--- src/rtl/intc_priority_if.sv ---
// CPU register-window bus for the priority interrupt controller.
// master = CPU side, slave = controller side.
interface intc_priority_if;
    logic        select;
    logic [3:0]  we;
    logic        rd;
    logic [1:0]  addr;
    logic [31:0] wdata;
    logic [31:0] rdata;

    modport master (
        output select, we, rd, addr, wdata,
        input  rdata
    );

    modport slave (
        input  select, we, rd, addr, wdata,
        output rdata
    );
endinterface

--- src/rtl/intc_priority.sv ---
// Fixed-priority nesting interrupt controller, source 0 highest.
// Edge/level sources, claim/EOI, registered irq_out.
module intc_priority #(
    parameter int N_SRC = 8
) (
    input  logic             clk,
    input  logic             resetq,
    intc_priority_if.slave   bus,
    input  logic [N_SRC-1:0] irq_in,
    output logic             irq_out
);

    logic [N_SRC-1:0] s1, s2, s3;
    logic [N_SRC-1:0] enable, mode, pend_q, in_srv;
    logic [N_SRC-1:0] pend, edge_hit, elig;
    logic [N_SRC-1:0] w1c, claim_hit, eoi_hit;
    logic             wr_en, eoi_wr, claim_fire;
    logic             claim_valid;
    logic [2:0]       claim_id;
    logic             unused;

    assign unused = ^{bus.we[3:1], bus.wdata[31:N_SRC]};

    assign wr_en      = bus.select & bus.we[0];
    assign eoi_wr     = wr_en & (bus.addr == 2'd3);
    assign claim_fire = bus.select & bus.rd
                      & (bus.addr == 2'd3) & claim_valid;
    assign w1c        = (wr_en && bus.addr == 2'd2)
                      ? bus.wdata[N_SRC-1:0] : '0;

    // Level sources present the live synchronised input as pending.
    always_comb begin
        logic blocked;
        edge_hit    = s2 & ~s3;
        pend        = (mode & pend_q) | (~mode & s2);
        elig        = '0;
        claim_valid = 1'b0;
        claim_id    = 3'd0;
        blocked     = 1'b0;
        for (int i = 0; i < N_SRC; i++) begin
            blocked = blocked | in_srv[i];
            elig[i] = pend[i] & enable[i] & ~blocked;
        end
        for (int i = N_SRC - 1; i >= 0; i--) begin
            if (elig[i]) begin
                claim_valid = 1'b1;
                claim_id    = 3'(i);
            end
        end
    end

    always_comb begin
        claim_hit = '0;
        eoi_hit   = '0;
        for (int i = 0; i < N_SRC; i++) begin
            claim_hit[i] = claim_fire & (claim_id == 3'(i));
            eoi_hit[i]   = eoi_wr & (bus.wdata[2:0] == 3'(i));
        end
    end

    always_ff @(posedge clk or negedge resetq) begin
        if (!resetq) begin
            s1      <= '0;
            s2      <= '0;
            s3      <= '0;
            enable  <= '0;
            mode    <= '0;
            pend_q  <= '0;
            in_srv  <= '0;
            irq_out <= 1'b0;
        end else begin
            s1 <= irq_in;
            s2 <= s1;
            s3 <= s2;
            if (wr_en && bus.addr == 2'd0)
                enable <= bus.wdata[N_SRC-1:0];
            if (wr_en && bus.addr == 2'd1)
                mode <= bus.wdata[N_SRC-1:0];
            // A new edge wins over W1C or claim in the same cycle.
            pend_q <= (mode & (edge_hit
                    | (pend_q & ~(w1c | claim_hit))))
                    | (~mode & s2);
            in_srv  <= (in_srv & ~eoi_hit) | claim_hit;
            irq_out <= |elig;
        end
    end

    always_comb begin
        bus.rdata = '0;
        if (bus.select) begin
            unique case (bus.addr)
                2'd0: bus.rdata = {24'd0, 8'(enable)};
                2'd1: bus.rdata = {24'd0, 8'(mode)};
                2'd2: bus.rdata = {24'd0, 8'(pend)};
                2'd3: bus.rdata = {claim_valid, 28'd0, claim_id};
                default: bus.rdata = '0;
            endcase
        end
    end

endmodule

--- src/flat_wrapper.sv ---
// flat-port wrapper written by rule: the top's interface ports become plain ports
module intc_priority_flat 
#(
    parameter int N_SRC = 8
)
  (clk, resetq, irq_in, irq_out, bus_select, bus_we, bus_rd, bus_addr, bus_wdata, bus_rdata);
  intc_priority_if bus_i ();
  input  logic clk;
  input  logic resetq;
  input  logic [N_SRC-1:0] irq_in;
  output logic irq_out;
  input wire logic [$bits(bus_i.select)-1:0] bus_select;
  input wire logic [$bits(bus_i.we)-1:0] bus_we;
  input wire logic [$bits(bus_i.rd)-1:0] bus_rd;
  input wire logic [$bits(bus_i.addr)-1:0] bus_addr;
  input wire logic [$bits(bus_i.wdata)-1:0] bus_wdata;
  output wire logic [$bits(bus_i.rdata)-1:0] bus_rdata;
  assign bus_i.select = bus_select;
  assign bus_i.we = bus_we;
  assign bus_i.rd = bus_rd;
  assign bus_i.addr = bus_addr;
  assign bus_i.wdata = bus_wdata;
  assign bus_rdata = bus_i.rdata;
  intc_priority #(.N_SRC(N_SRC)) u_core (.clk(clk), .resetq(resetq), .bus(bus_i), .irq_in(irq_in), .irq_out(irq_out));
endmodule
--- config.mk ---
export PLATFORM = sky130hd
export DESIGN_NAME = intc_priority_flat
export DESIGN_NICKNAME = d
export VERILOG_FILES = /design/src/rtl/intc_priority_if.sv /design/src/rtl/intc_priority.sv /design/src/flat_wrapper.sv
export SDC_FILE = /design/constraint.sdc
export NUM_CORES = 1
export LEC_CHECK = 0
export BUFFER_PORTS_ARGS = -buffer_cell sky130_fd_sc_hd__buf_2
export CAP_MARGIN = 30
export CORE_ASPECT_RATIO = 1.5
export CORE_MARGIN = 2
export CORE_UTILIZATION = 53
export CTS_BUF_LIST = sky130_fd_sc_hd__clkbuf_4
export DETAILED_ROUTE_END_ITERATION = 6
export HOLD_SLACK_MARGIN = 0.1
export PLACE_DENSITY = 0.82
export SLEW_MARGIN = 0
export SYNTH_ARGS = -nofsm -noshare
export SYNTH_HDL_FRONTEND = slang
export SYNTH_SLANG_ARGS = --single-unit
--- constraint.sdc ---
create_clock -name clk -period 2.2 [get_ports clk]
set_input_delay 0.22 -clock clk [delete_from_list [all_inputs] [get_ports clk]]
set_output_delay 0.22 -clock clk [all_outputs]
set_load 0.005 [all_outputs]
**Yosys cells after proc, flatten, opt, wreduce, memory -nomap -nowiden**

Cells that the tools add are included.

- Register bits: 57
- Bits in latches: 0
- RAM bits: 0
- Memory bits (read-only): 0
- Input bits: 50
- Output and inout bits: 33
- Logic and storage cells: 118
- Memories: 0

- Add/sub/neg operators: 0
- Multipliers: 0
- Divide/modulo/power cells: 0
- Magnitude comparators: 0
- Equality and inequality tests: 17
- Shift-type cells: 0
- Mux-type cells: 19
- Bitwise operators: 67
- Reduce and logical (&&, ||, !) cells: 7

Operators by type and width:

| cell | number |
|---|---|
| 32-bit case mux with 4 select lines | 1 |
| 8-bit AND | 6 |
| 8-bit bitwise OR | 5 |
| 1-bit AND | 37 |
| 32-bit 2-to-1 mux | 1 |
| 8-bit inverter | 4 |
| 3-bit equality test (second input constant) | 8 |
| 3-bit 2-to-1 mux | 8 |
| 3-bit by 2-bit equality test with 1-bit output (second input constant) | 4 |
| 1-bit 2-to-1 mux | 8 |
| 8-bit 2-to-1 mux | 1 |
| 1-bit inverter | 8 |
| 8-bit OR reduction | 1 |
| 1-bit bitwise OR | 7 |
| 3-bit by 1-bit equality test with 1-bit output (second input constant) | 2 |
| 3-bit zero test | 2 |
| 2-bit equality test (second input constant) | 2 |
| 1-bit logical AND | 3 |
| 2-bit by 1-bit equality test with 1-bit output (second input constant) | 1 |
| 2-bit zero test | 1 |

**Longest topological paths before layout**

Gate-level depths: netlist of run 1.

- Word-level depth: 25
- Gate-level depth with buffers: 6
- Gate-level depth less buffers: 5

**Worst setup path after synthesis of run 1**

No wires, ideal clock.

- Path type: reg2out
- Start: register u_core.mode[6]
- End: output port bus_rdata[0]
- Data arrival time: 1.652 ns
- Data required time: 1.980 ns
- Slack: 0.328 ns
- Cell stages (with the launch flop): 6
- Path buffers: 0
- Path through: dfrtp_1 mux2_4 a2111oi_4 o211ai_2 and2_1 a211oi_1

- Word-level cells in the longest chain between the ends: 14
- Elaborated cells on any way between the ends: 15
- Classes of those cells: 9 x mux; 6 x bitwise

Ends and longest elaborated chain:

| item | RTL line | RTL |
|---|---|---|
| from (decl) | intc_priority.sv:14 | `logic [N_SRC-1:0] enable, mode, pend_q, in_srv;` |
| from (signal assigned) | intc_priority.sv:78 | `mode <= bus.wdata[N_SRC-1:0];` |
| 8-bit inverter | intc_priority.sv:35 | `pend = (mode & pend_q) \| (~mode & s2);` |
| 8-bit AND | intc_priority.sv:35 |  |
| 8-bit bitwise OR * | intc_priority.sv:35 |  |
| 1-bit AND * (2 in a row) | intc_priority.sv:42 | `elig[i] = pend[i] & enable[i] & ~blocked;` |
| 3-bit 2-to-1 mux * (7 in a row) | intc_priority.sv:45 | `if (elig[i]) begin` |
| 32-bit case mux with 4 select lines * | intc_priority.sv:91 | `unique case (bus.addr)` |
| 32-bit 2-to-1 mux * | intc_priority.sv:90 | `if (bus.select) begin` |
| to (decl) | flat_wrapper.sv:17 | `output wire logic [$bits(bus_i.rdata)-1:0] bus_rdata;` |

Every way passes the cells marked *; elsewhere a longest branch is shown, timed or not. The select of a mux whose other input is x is not followed.

**Final worst setup path of run 1**

- Start: register u_core.in_srv[1]
- End: output port bus_rdata[2]

- Word-level cells in the longest chain between the ends: 19
- Elaborated cells on any way between the ends: 31
- Classes of those cells: 10 x mux; 21 x bitwise

Ends and longest elaborated chain:

| item | RTL line | RTL |
|---|---|---|
| from (decl) | intc_priority.sv:14 |  |
| from (signal assigned) | intc_priority.sv:83 | `in_srv <= (in_srv & ~eoi_hit) \| claim_hit;` |
| 1-bit bitwise OR * | intc_priority.sv:41 | `blocked = blocked \| in_srv[i];` |
| 1-bit bitwise OR (6 in a row) | intc_priority.sv:41 |  |
| 1-bit inverter | intc_priority.sv:42 |  |
| 1-bit AND | intc_priority.sv:42 |  |
| 3-bit 2-to-1 mux (6 in a row) | intc_priority.sv:45 |  |
| 3-bit 2-to-1 mux * (2 in a row) | intc_priority.sv:45 |  |
| 32-bit case mux with 4 select lines * | intc_priority.sv:91 |  |
| 32-bit 2-to-1 mux * | intc_priority.sv:90 |  |

Marked as above.

==> results_dict.tcl, run 1 <==
set metrics [dict create \
    status "finished, violations left" \
    violations "setup timing" \
    dr.first_iter.drc_count 108 \
    netlist.area_leader.share 0.508 \
    place_congestion 0.990 \
    final_antenna_net_count 0 \
    routed-via-count 2181 \
    io_buffers 32 \
    nets 383 \
    power.net_switching_w 0.00113 \
    synth_top_area_cell "dfrtp_1" \
    clk_pin_slew_ns 0.08 \
    design_area_sq_um 3560 \
    cpPeakStageDelay_ns 0.43 \
    synth_cell_types 42 \
    path_buf_inv 1 \
    r2r_setup_slack_ns 0.05 \
    ys_seq_elements 57 \
    critPathLaunchType "flop" \
    power_density_nw_per_um2 913 \
    grt.overflow.total 0 \
    synth.cell_area_sq_um 2810 \
    maxSlewHeadroom 0.536 \
    rr_worst_depth 9 \
    p_seq_frac 0.424 \
    intPower_w 0.00212 \
    final_util 0.694 \
    worstSetupEndpoint "bus_rdata[2]" \
    mostFrequentLayoutCell "dfrtp_1" \
    crit_path_end_kind "output port" \
    pwr-share-comb 0.379 \
    cts_tree "built" \
    grt_pass1_vias 2257 \
    critical_path_class "flop to output port" \
    cp_top_family "simple AND/OR/NAND/NOR gates" \
    r2r-end "u_core.in_srv[7]" \
    die_h_microns 93.1 \
    timing.rr.start "u_core.in_srv[1]" \
    h-tree-depth 3 \
    crit_cells 6 \
    hold_path_class "input port to flop" \
    setup_ws_ns -0.207 \
    wl_per_cell_microns 16.4 \
    ys.warnings.count 0 \
    peakVddDrop_mv 0.497 \
    crit_required_ns 1.98 \
    hold_path_startpoint "bus_rd" \
    p_leak_nw 1.60 \
    placed_cell_area_sq_um 3090 \
    synth_area_leaders "dfrtp_1 51%, mux2_2 8.0%, buf_4 6.7%" \
    wirelength_microns 6650 \
    grt_max_degree 31 \
    viasPerCell 5.37 \
    layout-drive-gt1-share 0.382 \
    finalSetupTns_ns -0.752 \
    synth_flop_cell "dfrtp_1" \
    setup_viol 4 \
    path_max_fanout 3 \
    antenna_found_initial 0 \
    finalCriticalPeriod_ns 2.41 \
    netlist_instances 253 \
    fmax_mhz 415 \
    worst_pin_slew_ns 0.697 \
    clkLatencyLatePin_ns 0.42 \
    cts_max_path_buffers 2 \
    maxCapViolCount 0 \
    worstSetupStartpoint "u_core.in_srv[1]" \
    pre_cts_ws_ns 0.134 \
    rsz0062_at_grt "true" \
    dieArea_sq_um 5900 \
    fp-row-count 32 \
    slowest_stage "or3_4" \
    area_growth_pct 26.8 \
    track_usage 0.242 \
    clockRootBuffer "clkbuf_4" \
    fin_crit_sh 1.09 \
    drc_errors 0 \
    cts_buffers 9 \
    cpMostUsedCell "or3_4" \
    fin_worst_skew_ns 0.0120 \
    io_pins 83 \
    start_util 0.547 \
    hold_viol 0 \
    grt_first_pass_wirelength_microns 10700 \
    dp_hpwl_microns 4580 \
    clock_power_share 0.198 \
    core_sq_um 5120 \
    n_antenna_cell 0 \
    synth-async-reset-ratio 1.00 \
    synth_edf_count 0 \
    layout_common_cells "56 x dfrtp_1, 32 x buf_2, 31 x nand2_1" \
    critPathArrivalTime_ns 2.19 \
    path_cells "or3_4, or3_4, o2bb2ai_4, a41oi_1, a21oi_1, buf_2" \
    slew_violations 0 \
    avgSynthCellArea_sq_um 11.1 \
    drtPass1Iterations 4 \
    die_w_microns 63.4 \
    cts.sinks 57 \
    ys_seq_area_frac 0.508 \
    report.power.total_w 0.00325 \
    p_sw_frac 0.348 \
]
[metrics by stage]
| stage | std cells | hold WS, ns |
|---|---|---|
| 5_1_grt | 406 | 0.152 |
| 4_1_cts | 406 | 0.127 |
| 3_5_place_dp | 366 | 0.302 |
| 3_3_place_gp | 366 | 0.286 |
| 2_1_floorplan | 275 | -0.0756 |
| 6_report | 406 | 0.126 |
[worst min-delay path, delay by kind of cell]
| kind | cells | cell delay (ns) |
|---|---|---|
| and+or+nand+nor | 2 | 0.17 |
| buffers and inverters | 1 | 0.11 |
[flip-flops by register name, indices dropped and copies added (netlist names)]
register,count
u_core.irq_out,1
u_core.s2,8
u_core.mode,8
u_core.in_srv,8
u_core.s1,8
u_core.pend_q,8
u_core.s3,8
u_core.enable,8
[cell type report]
class	instances	area [sq um]
Clock buffer	12	90.1
Clock inverter	4	20.0
Fill cell	389	1570
Inverter	1	3.75
Multi-Input combinational cell	189	1390
Sequential cell	57	1430
Tap cell	68	85.1
Timing Repair Buffer	75	537
[cell usage after synthesis (2+ instances only)]
master and number:
mux2_4 2, nand2b_1 6, nor2b_1 6, dfrtp_1 57, a22o_1 3, o21ai_0 15
nor2_1 10, o31ai_1 2, or3_1 3, o211ai_2 2, o21ai_1 3, clkbuf_1 3
mux2_2 20, nand3_1 6, a32oi_1 3, nor3b_1 2, a211oi_1 6, mux2i_1 7
a21oi_1 9, nand2_1 31, a41oi_1 4, buf_4 25, a2111oi_4 2, nor3_1 4
and2_1 4, o2bb2ai_1 2
[power by group through the flow]
stage                     clock network, W  registers [W]  logic, W
after floorplan                          0        0.00136  0.000596
after detailed placement                 0        0.00138  0.000888
after global placement                   0        0.00137  0.000858
after CTS                         0.000648        0.00136   0.00115
after global routing              0.000692        0.00140   0.00132
final                             0.000642        0.00138   0.00123
[per-layer routing]
layer,GRT usage,wire [microns],part of all wire
met1,0.264,2600,0.39
met2,0.427,3440,0.52
met3,0.0529,359,0.054
met4,0.145,254,0.038
met5,0,0,0
[kinds of logic (layout without fill, tap and decap cells)]
group | count (synthesis) | in the layout | synth area share
other cells | 1 | 23 | 0.00134
flops | 57 | 57 | 0.508
compound gates | 55 | 55 | 0.150
mux | 29 | 29 | 0.116
buf+inv | 29 | 92 | 0.0723
simple gates | 82 | 82 | 0.152
[worst min path at each step]
| stage | endpoint | slack [ns] | depth (start not counted) |
|---|---|---|---|
| floorplan | u_core.enable[0] | -0.08 | 0 |
| finish | u_core.in_srv[1] | 0.13 | 3 |
| global placement | u_core.s2[5] | 0.29 | 1 |
| global route | u_core.in_srv[1] | 0.15 | 3 |
| detailed placement | u_core.s2[5] | 0.30 | 1 |
| CTS | u_core.in_srv[1] | 0.13 | 3 |
[timing repair]
| action | CTS | global route |
|---|---|---|
| gates cloned | 0 | 0 |
| resized for setup | 17 | 9 |
| pin swaps | 5 | 7 |
| hold buffers | 15 | 0 |
| buffers inserted | 9 | 0 |
| endpoints found under the hold margin | 49 | 0 |
| setup endpoints to repair | 4 | 7 |
No activity file was read; power rests on OpenSTA's default activity.
==> run 2, diff against run 1 <==
--- a/config.mk
+++ b/config.mk
@@ -11,6 +11,7 @@
 export CORE_MARGIN = 2
 export CORE_UTILIZATION = 53
 export CTS_BUF_LIST = sky130_fd_sc_hd__clkbuf_4
+export CTS_CLUSTER_DIAMETER = 200
 export DETAILED_ROUTE_END_ITERATION = 6
 export HOLD_SLACK_MARGIN = 0.1
 export PLACE_DENSITY = 0.82
==> constraint.sdc (replaced) <==
create_clock -name clk -period 2.2 [get_ports clk]
set_input_delay 0.11 -clock clk [delete_from_list [all_inputs] [get_ports clk]]
set_output_delay 0.11 -clock clk [all_outputs]
set_load 0.005 [all_outputs]
==> run 2 against run 1 <==
  * Worst setup slack gained 0.086 ns
  * Worst hold slack improved by 0.069 ns
  * Maximum frequency is 3.7% higher
  * Sequential power is essentially flat
  * Total power increased by 2.2%
  * Critical path depth stayed put
  * Routed wire length increased by 4.6%
  * Via count increased by 3.5%
  * Register-to-register slack gained 0.15 ns
  * Sequential cell count is the same
  * Clock power rose by 10%
  * The flow still finishes with violations (setup timing)
  * Highest routed layer unchanged
  * Final area is 1.5% higher
==> results_dict.tcl, run 2 (synthesis results as in run 1) <==
set metrics [dict create \
    status "finished, violations left" \
    violations "setup timing" \
    core_sq_um 5120 \
    die_w_microns 63.4 \
    path_max_fanout 3 \
    crit_required_ns 2.09 \
    p_leak_nw 1.61 \
    report.power.total_w 0.00332 \
    fin_worst_skew_ns 0.0157 \
    final_util 0.705 \
    whs_ns 0.195 \
    layout_common_cells "55 x dfrtp_1, 31 x nand2_1, 31 x buf_2" \
    clkLatencyLatePin_ns 0.40 \
    worstSetupStartpoint "u_core.in_srv[1]" \
    grt.overflow.total 0 \
    power.net_switching_w 0.00113 \
    mostFrequentLayoutCell "dfrtp_1" \
    fp-row-count 32 \
    final_antenna_net_count 0 \
    cts_buffers 9 \
    io_pins 83 \
    timing.rr.start "u_core.in_srv[3]" \
    track_usage 0.249 \
    dr.first_iter.drc_count 126 \
    r2r-end "u_core.pend_q[7]" \
    setup_ws_ns -0.120 \
    grt-busiest-layer "met2" \
    dp_hpwl_microns 4490 \
    place_congestion 0.943 \
    viasPerCell 5.53 \
    slew_violations 0 \
    grt_use_met3 0.0602 \
    cts_max_path_buffers 2 \
    placed_cell_area_sq_um 3030 \
    cts_tree "built" \
    intPower_w 0.00219 \
    peakVddDrop_mv 0.664 \
    layout-drive-gt1-share 0.371 \
    rr_worst_depth 6 \
    hold_path_class "input port to flop" \
    routed-via-count 2258 \
    hold_viol 0 \
    critPathLaunchType "flop" \
    drtPass1Iterations 4 \
    wl_per_cell_microns 17.1 \
    r2r_setup_slack_ns 0.20 \
    clock_power_share 0.213 \
    setup_viol 4 \
    maxCapViolCount 0 \
    start_util 0.547 \
    use_met2 0.426 \
    crit_path_end_kind "output port" \
    dieArea_sq_um 5900 \
    io_buffers 32 \
    wirelength_microns 6960 \
    nets 386 \
    finalCriticalPeriod_ns 2.32 \
    die_h_microns 93.1 \
    rsz0062_at_grt "true" \
    critPathArrivalTime_ns 2.21 \
    fin_crit_sh 1.05 \
    pwr-share-comb 0.368 \
    antenna_found_initial 0 \
    p_seq_frac 0.419 \
    area_growth_pct 28.8 \
    p_sw_frac 0.339 \
    power_density_nw_per_um2 919 \
    h-tree-depth 3 \
    drc_errors 0 \
    fmax_mhz 431 \
    grt_max_degree 27 \
    finalSetupTns_ns -0.379 \
    grt_pass1_vias 2216 \
    grt_first_pass_wirelength_microns 10900 \
    design_area_sq_um 3610 \
    clockRootBuffer "clkbuf_4" \
    clk_pin_slew_ns 0.10 \
    cts.sinks 57 \
    n_antenna_cell 0 \
    worstSetupEndpoint "bus_rdata[2]" \
    use_met1 0.283 \
    critical_path_class "flop to output port" \
]
-- run 2: cell count changes in the layout (fill, tap and decap cells not counted), moves of 2 or more --
cell and change:
mux2i_4 +2, clkinv_1 +2, dlygate4sd3_1 +5, clkbuf_4 -2, clkinv_2 -2, mux2i_2 -2
-- run 2: through the flow --
step | cells | worst slack (ns)
6_report | 408 | -0.120
5_1_grt | 408 | -0.195
4_1_cts | 406 | -0.0850
3_5_place_dp | 360 | 0.170
3_3_place_gp | 360 | 0.176
2_1_floorplan | 275 | 0.398
-- run 2: routing by layer --
| layer | up-vias | wire length (microns) |
|---|---|---|
| met1 | 1094 | 2550 |
| met4 | 0 | 195 |
| met3 | 21 | 502 |
| met2 | 104 | 3710 |
| met5 | - | 0 |
| li1 | 1039 | - |
-- run 2: power by group through the flow --
stage / sequential, W / combinational [W] / clock (W)
2_1_floorplan: 0.00136 / 0.000596 / 0
6_report: 0.00139 / 0.00122 / 0.000707
3_3_place_gp: 0.00139 / 0.000769 / 0
3_5_place_dp: 0.00140 / 0.000792 / 0
4_1_cts: 0.00138 / 0.00111 / 0.000717
5_1_grt: 0.00141 / 0.00131 / 0.000780
-- run 2: area by class of cell --
cell class | instances | area, sq um
Clock buffer | 10 | 75.1
Clock inverter | 5 | 47.5
Fill cell | 383 | 1510
Inverter | 1 | 3.75
Multi-Input combinational cell | 189 | 1410
Sequential cell | 57 | 1430
Tap cell | 68 | 85.1
Timing Repair Buffer | 78 | 562
-- run 2: how the worst min path moves through the flow --
stage                        to  slack [ns]  cells after the start       from
2_1_floorplan  u_core.enable[0]       -0.19                      0     resetq
3_3_place_gp       u_core.s2[5]       -0.04                      1     resetq
3_5_place_dp       u_core.s1[5]       -0.02                      1     resetq
4_1_cts        u_core.in_srv[1]        0.17                      4  bus_we[0]
5_1_grt        u_core.in_srv[6]        0.18                      4  bus_we[0]
6_report       u_core.in_srv[3]        0.19                      4  bus_we[0]
-- run 2: timing repair --
action                                  in CTS  in global routing
cloned                                       0                  0
endpoints found under the setup margin       4                  4
resized for setup                           22                  7
setup buffers                               11                  2
pin swaps                                    5                  2
hold buffers                                20                  0
endpoints found under the hold margin       87                  0
-- run 2: worst max-delay path, stage by stage, from the launching register on --
cell and delay, ns:
dfrtp_1 0.41, or3_4 0.41, or3_4 0.38, o2bb2ai_4 0.17
a41oi_2 0.14, a21oi_1 0.17, buf_2 0.13
